[src/rtl/fp16_norm_round.sv]
// fp16_norm_round: iterative normalize, round-to-nearest-even and pack stage of the binary16 adder.
module fp16_norm_round #(
    parameter int EXP_W = 5,
    parameter int MAN_W = 10
) (
    input  logic                   clk,
    input  logic                   rst_n,
    input  logic                   in_valid,
    output logic                   in_ready,
    input  logic [MAN_W:0]         rm_in,
    input  logic                   carry_in,
    input  logic                   sticky_in,
    input  logic                   eff_sub,
    input  logic [EXP_W-1:0]       exp_in,
    input  logic                   sign_in,
    output logic                   out_valid,
    input  logic                   out_ready,
    output logic [EXP_W+MAN_W:0]   result,
    output logic                   flag_ovf,
    output logic                   flag_unf,
    output logic                   flag_inexact,
    output logic                   flag_zero
);
    localparam int EW = EXP_W + 1;

    typedef enum logic [1:0] {IDLE, NORM, ROUND, OUT} state_t;

    state_t                state, state_n;
    logic [MAN_W:0]        m;
    logic [EW-1:0]         e;
    logic                  s, zp, sg;
    logic                  norm_done;
    logic [MAN_W+1:0]      mr;
    logic [MAN_W:0]        mf;
    logic [EW-1:0]         ef;
    logic                  ovf;
    logic [EXP_W-1:0]      ex;
    logic [EXP_W+MAN_W:0]  res_n;

    always_ff @(posedge clk or negedge rst_n)
        if (!rst_n) state <= IDLE;
        else        state <= state_n;

    always_comb begin
        state_n = state;
        case (state)
            IDLE:    state_n = in_valid ? NORM : IDLE;
            NORM:    state_n = norm_done ? ROUND : NORM;
            ROUND:   state_n = OUT;
            default: state_n = out_ready ? IDLE : OUT;
        endcase
    end

    always_comb begin
        in_ready  = state == IDLE;
        out_valid = state == OUT;
    end

    // Shifting stops at e==1 so a too-small result lands as a subnormal.
    assign norm_done = zp || m[MAN_W] || e <= EW'(1);

    // s acts as an exact-half guard, so ties go to the even mantissa.
    always_comb begin
        mr    = {1'b0, m} + (MAN_W+2)'(s & m[0]);
        mf    = mr[MAN_W+1] ? mr[MAN_W+1:1] : mr[MAN_W:0];
        ef    = e + EW'(mr[MAN_W+1]);
        ovf   = ef >= EW'((1 << EXP_W) - 1);
        ex    = mf[MAN_W] ? ef[EXP_W-1:0] : '0;
        res_n = ovf ? {sg, {EXP_W{1'b1}}, {MAN_W{1'b0}}} :
                zp  ? {sg, {(EXP_W+MAN_W){1'b0}}} :
                      {sg, ex, mf[MAN_W-1:0]};
    end

    always_ff @(posedge clk or negedge rst_n)
        if (!rst_n) begin
            m            <= '0;
            e            <= '0;
            s            <= 1'b0;
            zp           <= 1'b0;
            sg           <= 1'b0;
            result       <= '0;
            flag_ovf     <= 1'b0;
            flag_unf     <= 1'b0;
            flag_inexact <= 1'b0;
            flag_zero    <= 1'b0;
        end else begin
            if (state == IDLE && in_valid) begin
                m  <= rm_in;
                e  <= {1'b0, exp_in} + EW'(carry_in && !eff_sub);
                s  <= sticky_in;
                zp <= rm_in == '0;
                sg <= (rm_in == '0 && eff_sub) ? 1'b0 : sign_in;
            end
            if (state == NORM && !norm_done) begin
                m <= m << 1;
                e <= e - EW'(1);
            end
            if (state == ROUND) begin
                result       <= res_n;
                flag_ovf     <= ovf;
                flag_unf     <= !ovf && !zp && ex == '0;
                flag_inexact <= s || ovf;
                flag_zero    <= !ovf && zp;
            end
        end
endmodule
[config.mk]
export PLATFORM = sky130hd
export DESIGN_NAME = fp16_norm_round
export DESIGN_NICKNAME = d
export VERILOG_FILES = /design/src/rtl/fp16_norm_round.sv
export SDC_FILE = /design/constraint.sdc
export NUM_CORES = 1
export LEC_CHECK = 0
export BUFFER_PORTS_ARGS = -buffer_cell sky130_fd_sc_hd__clkbuf_2
export CORE_UTILIZATION = 35
export CTS_BUF_LIST = sky130_fd_sc_hd__clkbuf_8
export CTS_CLUSTER_DIAMETER = 200
export DETAILED_ROUTE_END_ITERATION = 12
export GPL_TIMING_DRIVEN = 0
export PLACE_DENSITY_LB_ADDON = 0.12
export SLEW_MARGIN = 20
export SYNTH_ARGS = -nofsm -noshare
export SYNTH_HDL_FRONTEND = slang
export SYNTH_SLANG_ARGS = --single-unit
[constraint.sdc]
create_clock -name clk -period 5.2 [get_ports clk]
set_clock_uncertainty 0.15 [all_clocks]
set_input_delay 0.26 -clock clk [delete_from_list [all_inputs] [get_ports clk]]
set_output_delay 0.26 -clock clk [all_outputs]
set_load 0.005 [all_outputs]
**After elaboration in Yosys (flattened, before gate mapping)**

Cells that the tools add are included.

- Add/subtract/negate cells: 4
- Multipliers: 0
- Divide/modulo/power cells: 0
- $lt $le $gt $ge: 2
- Equal/unequal tests: 3
- Shift operators: 0
- Muxes and demuxes: 13
- Bitwise gates (word level): 1
- Reductions and logical operators: 18

Operators by type and width:

| operator | count |
|---|---|
| 11-bit 2-to-1 mux | 3 |
| 15-bit 2-to-1 mux | 2 |
| 11-bit by 1-bit adder with 12-bit output | 1 |
| 6-bit 2-to-1 mux | 2 |
| 11-bit zero test | 1 |
| 1-bit logical AND | 7 |
| 5-bit by 1-bit adder with 6-bit output | 1 |
| 6-bit by 1-bit adder with 6-bit output | 1 |
| 6-bit by 5-bit greater-or-equal comparator with 1-bit output (second input constant) | 1 |
| 6-bit by 1-bit less-or-equal comparator with 1-bit output (second input constant) | 1 |
| 2-bit case mux with 3 select lines | 1 |
| 6-bit by 1-bit subtractor with 6-bit output (second input constant) | 1 |
| 5-bit zero test | 1 |
| 5-bit 2-to-1 mux | 1 |
| 2-bit equality test (second input constant) | 2 |
| 1-bit zero test | 4 |
| 2-bit 2-to-1 mux | 2 |
| 1-bit logical OR | 3 |
| 2-bit by 1-bit equality test with 1-bit output (second input constant) | 1 |
| 2-bit zero test | 1 |
| 1-bit 2-to-1 mux | 2 |
| 2-bit nonzero test | 1 |
| 1-bit AND | 1 |

- Register bits: 42
- Bits in latches: 0
- Memory bits (writable): 0
- Bits in read-only memories: 0
- Word-level logic and storage cells: 52
- Memories kept: 0

**Logic depth before layout (Yosys ltp)**

- Depth in word-level cells: 7
- Gate-level depth with buffers: 13
- Gate-level depth less buffers: 11

**Worst setup path before layout**

Ideal clock, no wire load.

- Kind: register to register
- Start point: register m[4]
- End point: register result[4]
- Setup time: 0.068 ns
- Data arrival time: 2.626 ns
- Data required time: 4.982 ns
- Setup slack: 2.356 ns
- Stages on the path, launching flop included: 14
- Path buffers: 2
- Clock period less this slack: 2.844 ns
- Path through: dfrtp_1 -> buf_2 -> and4_2 -> and2b_1 -> nand2_1 -> inv_1 -> ha_1 -> ha_1 -> xor2_2 -> and3_4 -> a311oi_2 -> and3_1 -> buf_4 -> a32o_1

- Word-level cells in the longest chain between the ends: 4
- Elaborated cells between the ends (all ways): 6
- Classes of those cells: add/sub: 2; order compare: 1; mux: 3

RTL lines:

| what | RTL line | RTL |
|---|---|---|
| start, declared | 29 | `logic [MAN_W:0] m;` |
| start signal, assigned | 88 | `m <= rm_in;` |
| start signal, assigned | 95 | `m <= m << 1;` |
| 11-bit by 1-bit adder with 12-bit output * | 64 | `mr = {1'b0, m} + (MAN_W+2)'(s & m[0]);` |
| 6-bit by 1-bit adder with 6-bit output / 11-bit 2-to-1 mux (equally long branches) | 66, 65 |  |
| 6-bit by 5-bit greater-or-equal comparator with 1-bit output / 15-bit 2-to-1 mux (equally long branches) | 67, 70 |  |
| 15-bit 2-to-1 mux * | 69 | `res_n = ovf ? {sg, {EXP_W{1'b1}}, {MAN_W{1'b0}}} :` |
| end signal, assigned | 99 | `result <= res_n;` |
| end, declared | 18 | `output logic [EXP_W+MAN_W:0] result,` |

Mark *: on every way between the ends. The rest lies on a longest branch, timed or not.
A chain may end at the register's enable or synchronous reset.

**Worst setup path in the final report**

- Start point: register m[4]
- End point: register result[1]

Same word-level chain as after synthesis.

==> results.py <==
metrics = {
    "floorplan": {
        "die_h_um": 83.8,
        "start_util": 0.367,
        "rows": 29,
        "ios": 46,
        "fp.dieW_um": 83.8,
        "die-area_sq_um": 7020,
        "core-area_sq_um": 6390,
    },
    "cts": {
        "insertion_delay_ps": 290,
        "cts_made_buffers": 5,
        "htree_levels": 2,
        "clk_path_buf_depth": 2,
        "cts.repair.resized": 0,
        "cts_setup_buffers": 0,
        "root_buffer": "clkbuf_8",
        "cts_tree": "yes",
        "hold_buffers": 0,
        "cts_sinks": 42,
        "clk_pin_slew_worst_paths_ps": 80,
    },
    "setup_path": {
        "crit_fanout": 8,
        "crit_required_ps": 5250,
        "critPathKind": "register to register",
        "timing.rr.start": "m[4]",
        "r2r_setup_slack_ps": 2000,
        "crit_arrival_ps": 3250,
        "r2r_cells": 12,
        "crit_buf_inv": 2,
        "path_cells": "buf_2 > and4_2 > and2b_1 > nand2_1 > inv_1 > ha_1 > ha_1 > xor2_2 > and3_4 > a311oi_2 > nand3_1 > o31ai_1",
        "crit_top_cell": "ha_1",
        "crit_start": "m[4]",
        "endpoint_kind": "register",
        "rr_endpoint": "result[1]",
        "critPathLaunchType": "register",
        "critPathTopFamily": "simple AND/OR/NAND/NOR gates",
        "cpPeakStageDelay_ps": 360,
        "cp_slowest_cell": "dfrtp_1",
    },
    "global_route": {
        "first_global_vias": 1927,
        "grt_max_degree": 43,
        "grt_pass1_wl_um": 9540,
        "track_usage": 0.171,
        "grt.overflow.total": 0,
        "antenna_found_initial": 0,
    },
    "final_layout": {
        "fin_nets": 334,
        "fillers": 668,
        "area_growth_pct": 17.6,
        "antennaDiodeCount": 0,
        "final_common_cell": "nand2_1",
        "layout.cells.most_common_list": "nand2_1 (51), clkbuf_2 (44), dfrtp_1 (42)",
        "multi_input_area_sq_um": 1180,
        "ff_latch_area_sq_um": 1050,
        "drive_gt1_frac": 0.243,
    },
    "synth": {
        "synth-edff-count": 0,
        "async_flop_share": 1.00,
        "synthDistinctLibCells": 52,
        "syn-num-nets": 282,
        "ys.flop_type": "dfrtp_1",
        "mappedNetlistArea_sq_um": 2340,
        "seq_area_frac_synth": 0.449,
        "ys_warn_count": 0,
        "syn-mean-instance-area_sq_um": 9.33,
        "syn_inst": 251,
        "synth-seq-cells": 42,
    },
    "sta": {
        "hold_viol": 42,
        "drv_slew": 0,
        "whs_ps": -46.3,
        "timing.fmax_ghz": 0.312,
        "period_needed_ps": 3200,
        "finalSetupTns_ps": 0,
        "max_slew_margin": 0.387,
        "setup_viol": 0,
        "worst_pin_slew_ps": 920,
        "post-route-period-util": 0.616,
        "rsz0062_at_grt": "no",
    },
    "routing": {
        "avgViaCountPerCell": 5.19,
        "num_vias": 1976,
        "drt-total-wl_um": 5420,
        "ant_nets": 0,
        "drt_iter0_drc": 128,
        "wire_per_inst_um": 14.2,
        "drc": 0,
        "dr.pass1.iters": 4,
    },
    "power": {
        "power-per-cell-area_nw_per_um2": 553,
        "vdd_ir_drop_max_v": 0.000184,
        "leakage_nw": 1.29,
    },
    "outcome": {
        "outcome": "complete, but fails checks",
        "violations": "hold timing",
    },
    "min_path": {
        "min_path_type": "input port to async pin",
    },
    "placed_design": {
        "portBuffers": 45,
        "dp_hpwl_um": 4050,
        "globalplace.congestion": 0.758,
    },
    "job": {
        "cap_violations": 0,
    },
}
synth_stat cells (2+ instances only):
library cell / number / share of area
a21oi_1: 9 / 0.019
a22o_1: 2 / 0.0075
a22oi_1: 10 / 0.032
a311oi_2: 2 / 0.013
a31oi_1: 2 / 0.0053
a32o_1: 5 / 0.021
and2_1: 3 / 0.0080
and3_1: 4 / 0.011
buf_2: 4 / 0.0086
buf_4: 2 / 0.0064
buf_6: 3 / 0.014
clkbuf_1: 4 / 0.0064
dfrtp_1: 42 / 0.45
ha_1: 7 / 0.037
inv_1: 7 / 0.011
nand2_1: 51 / 0.082
nand2b_1: 4 / 0.011
nand3_1: 13 / 0.028
nand4_1: 2 / 0.0053
nand4b_1: 3 / 0.011
nor2_1: 15 / 0.024
nor3_1: 5 / 0.011
nor4_1: 2 / 0.0053
o211ai_1: 2 / 0.0064
o21ai_0: 13 / 0.028
o31ai_1: 2 / 0.0064
xnor2_1: 6 / 0.022
xor2_1: 3 / 0.011
cell families (layout without fill, tap and decap cells):
| logic type | count (synthesis) | count (layout) | share of synthesized area |
|---|---|---|---|
| XOR/XNOR | 10 | 10 | 0.0406 |
| AND/OR/NAND/NOR | 114 | 114 | 0.242 |
| buffers and inverters | 20 | 73 | 0.0470 |
| multiplexers | 1 | 1 | 0.00428 |
| AO/OA/AOI/OAI | 57 | 57 | 0.180 |
| adder cells (fa/ha/maj) | 7 | 7 | 0.0374 |
| flip-flops | 42 | 42 | 0.449 |
power by group:
group	leakage, nW	internal (mW)	switching, mW
Clock	0.0524	0.105	0.110
Sequential	0.520	0.479	0.139
Combinational	0.717	0.314	0.375
Total	1.29	0.898	0.624
metrics by stage:
stage	util	instance area, sq um	total power, mW	instances	setup slack, ps
finish	0.431	2750	1.52	381	2000
global placement	0.417	2660	1.31	373	2020
floorplan	-	2340	1.08	251	2360
global route	0.431	2750	1.67	381	1740
detailed placement	0.417	2660	1.32	373	1950
CTS	0.431	2750	1.54	381	1940
flip-flops by register name, indices dropped and copies added (netlist names):
signal / cells
e: 6
flag_inexact: 1
flag_ovf: 1
flag_unf: 1
flag_zero: 1
m: 11
result: 16
s: 1
sg: 1
state: 2
zp: 1
how the worst max path moves through the flow:
stage                      to  cells after the start
floorplan           result[4]                     13
global placement    result[7]                     12
detailed placement  result[1]                     12
CTS                 result[1]                     12
global route        result[1]                     12
finish              result[1]                     12
routing by layer:
layer	vias to the layer above	wire [um]	global-route usage
met2	52	2300	0.251
met4	0	46	0.0508
met3	4	261	0.0336
met1	919	2820	0.253
met5	-	0	0
li1	1001	-	-
area by class of cell:
| cell class | count | area share |
|---|---|---|
| repair buffers | 45 | 0.0818 |
| inverters | 7 | 0.00954 |
| plain buffers | 13 | 0.0304 |
| clock inverters | 2 | 0.00318 |
| multi-input cells | 189 | 0.428 |
| well taps | 77 | 0.0350 |
| flip-flops and latches | 42 | 0.382 |
| clock buffers | 6 | 0.0300 |
worst reg2reg max path, delay by kind of cell (launching register included):
family                   cells  cell delay (ps)
AO/OA/AOI/OAI                2              620
XOR/XNOR                     1              160
adder cells (fa/ha/maj)      2              450
buffers and inverters        2              270
flip-flops                   1              360
AND/OR/NAND/NOR              5             1090
No activity file was read; power rests on OpenSTA's default activity.
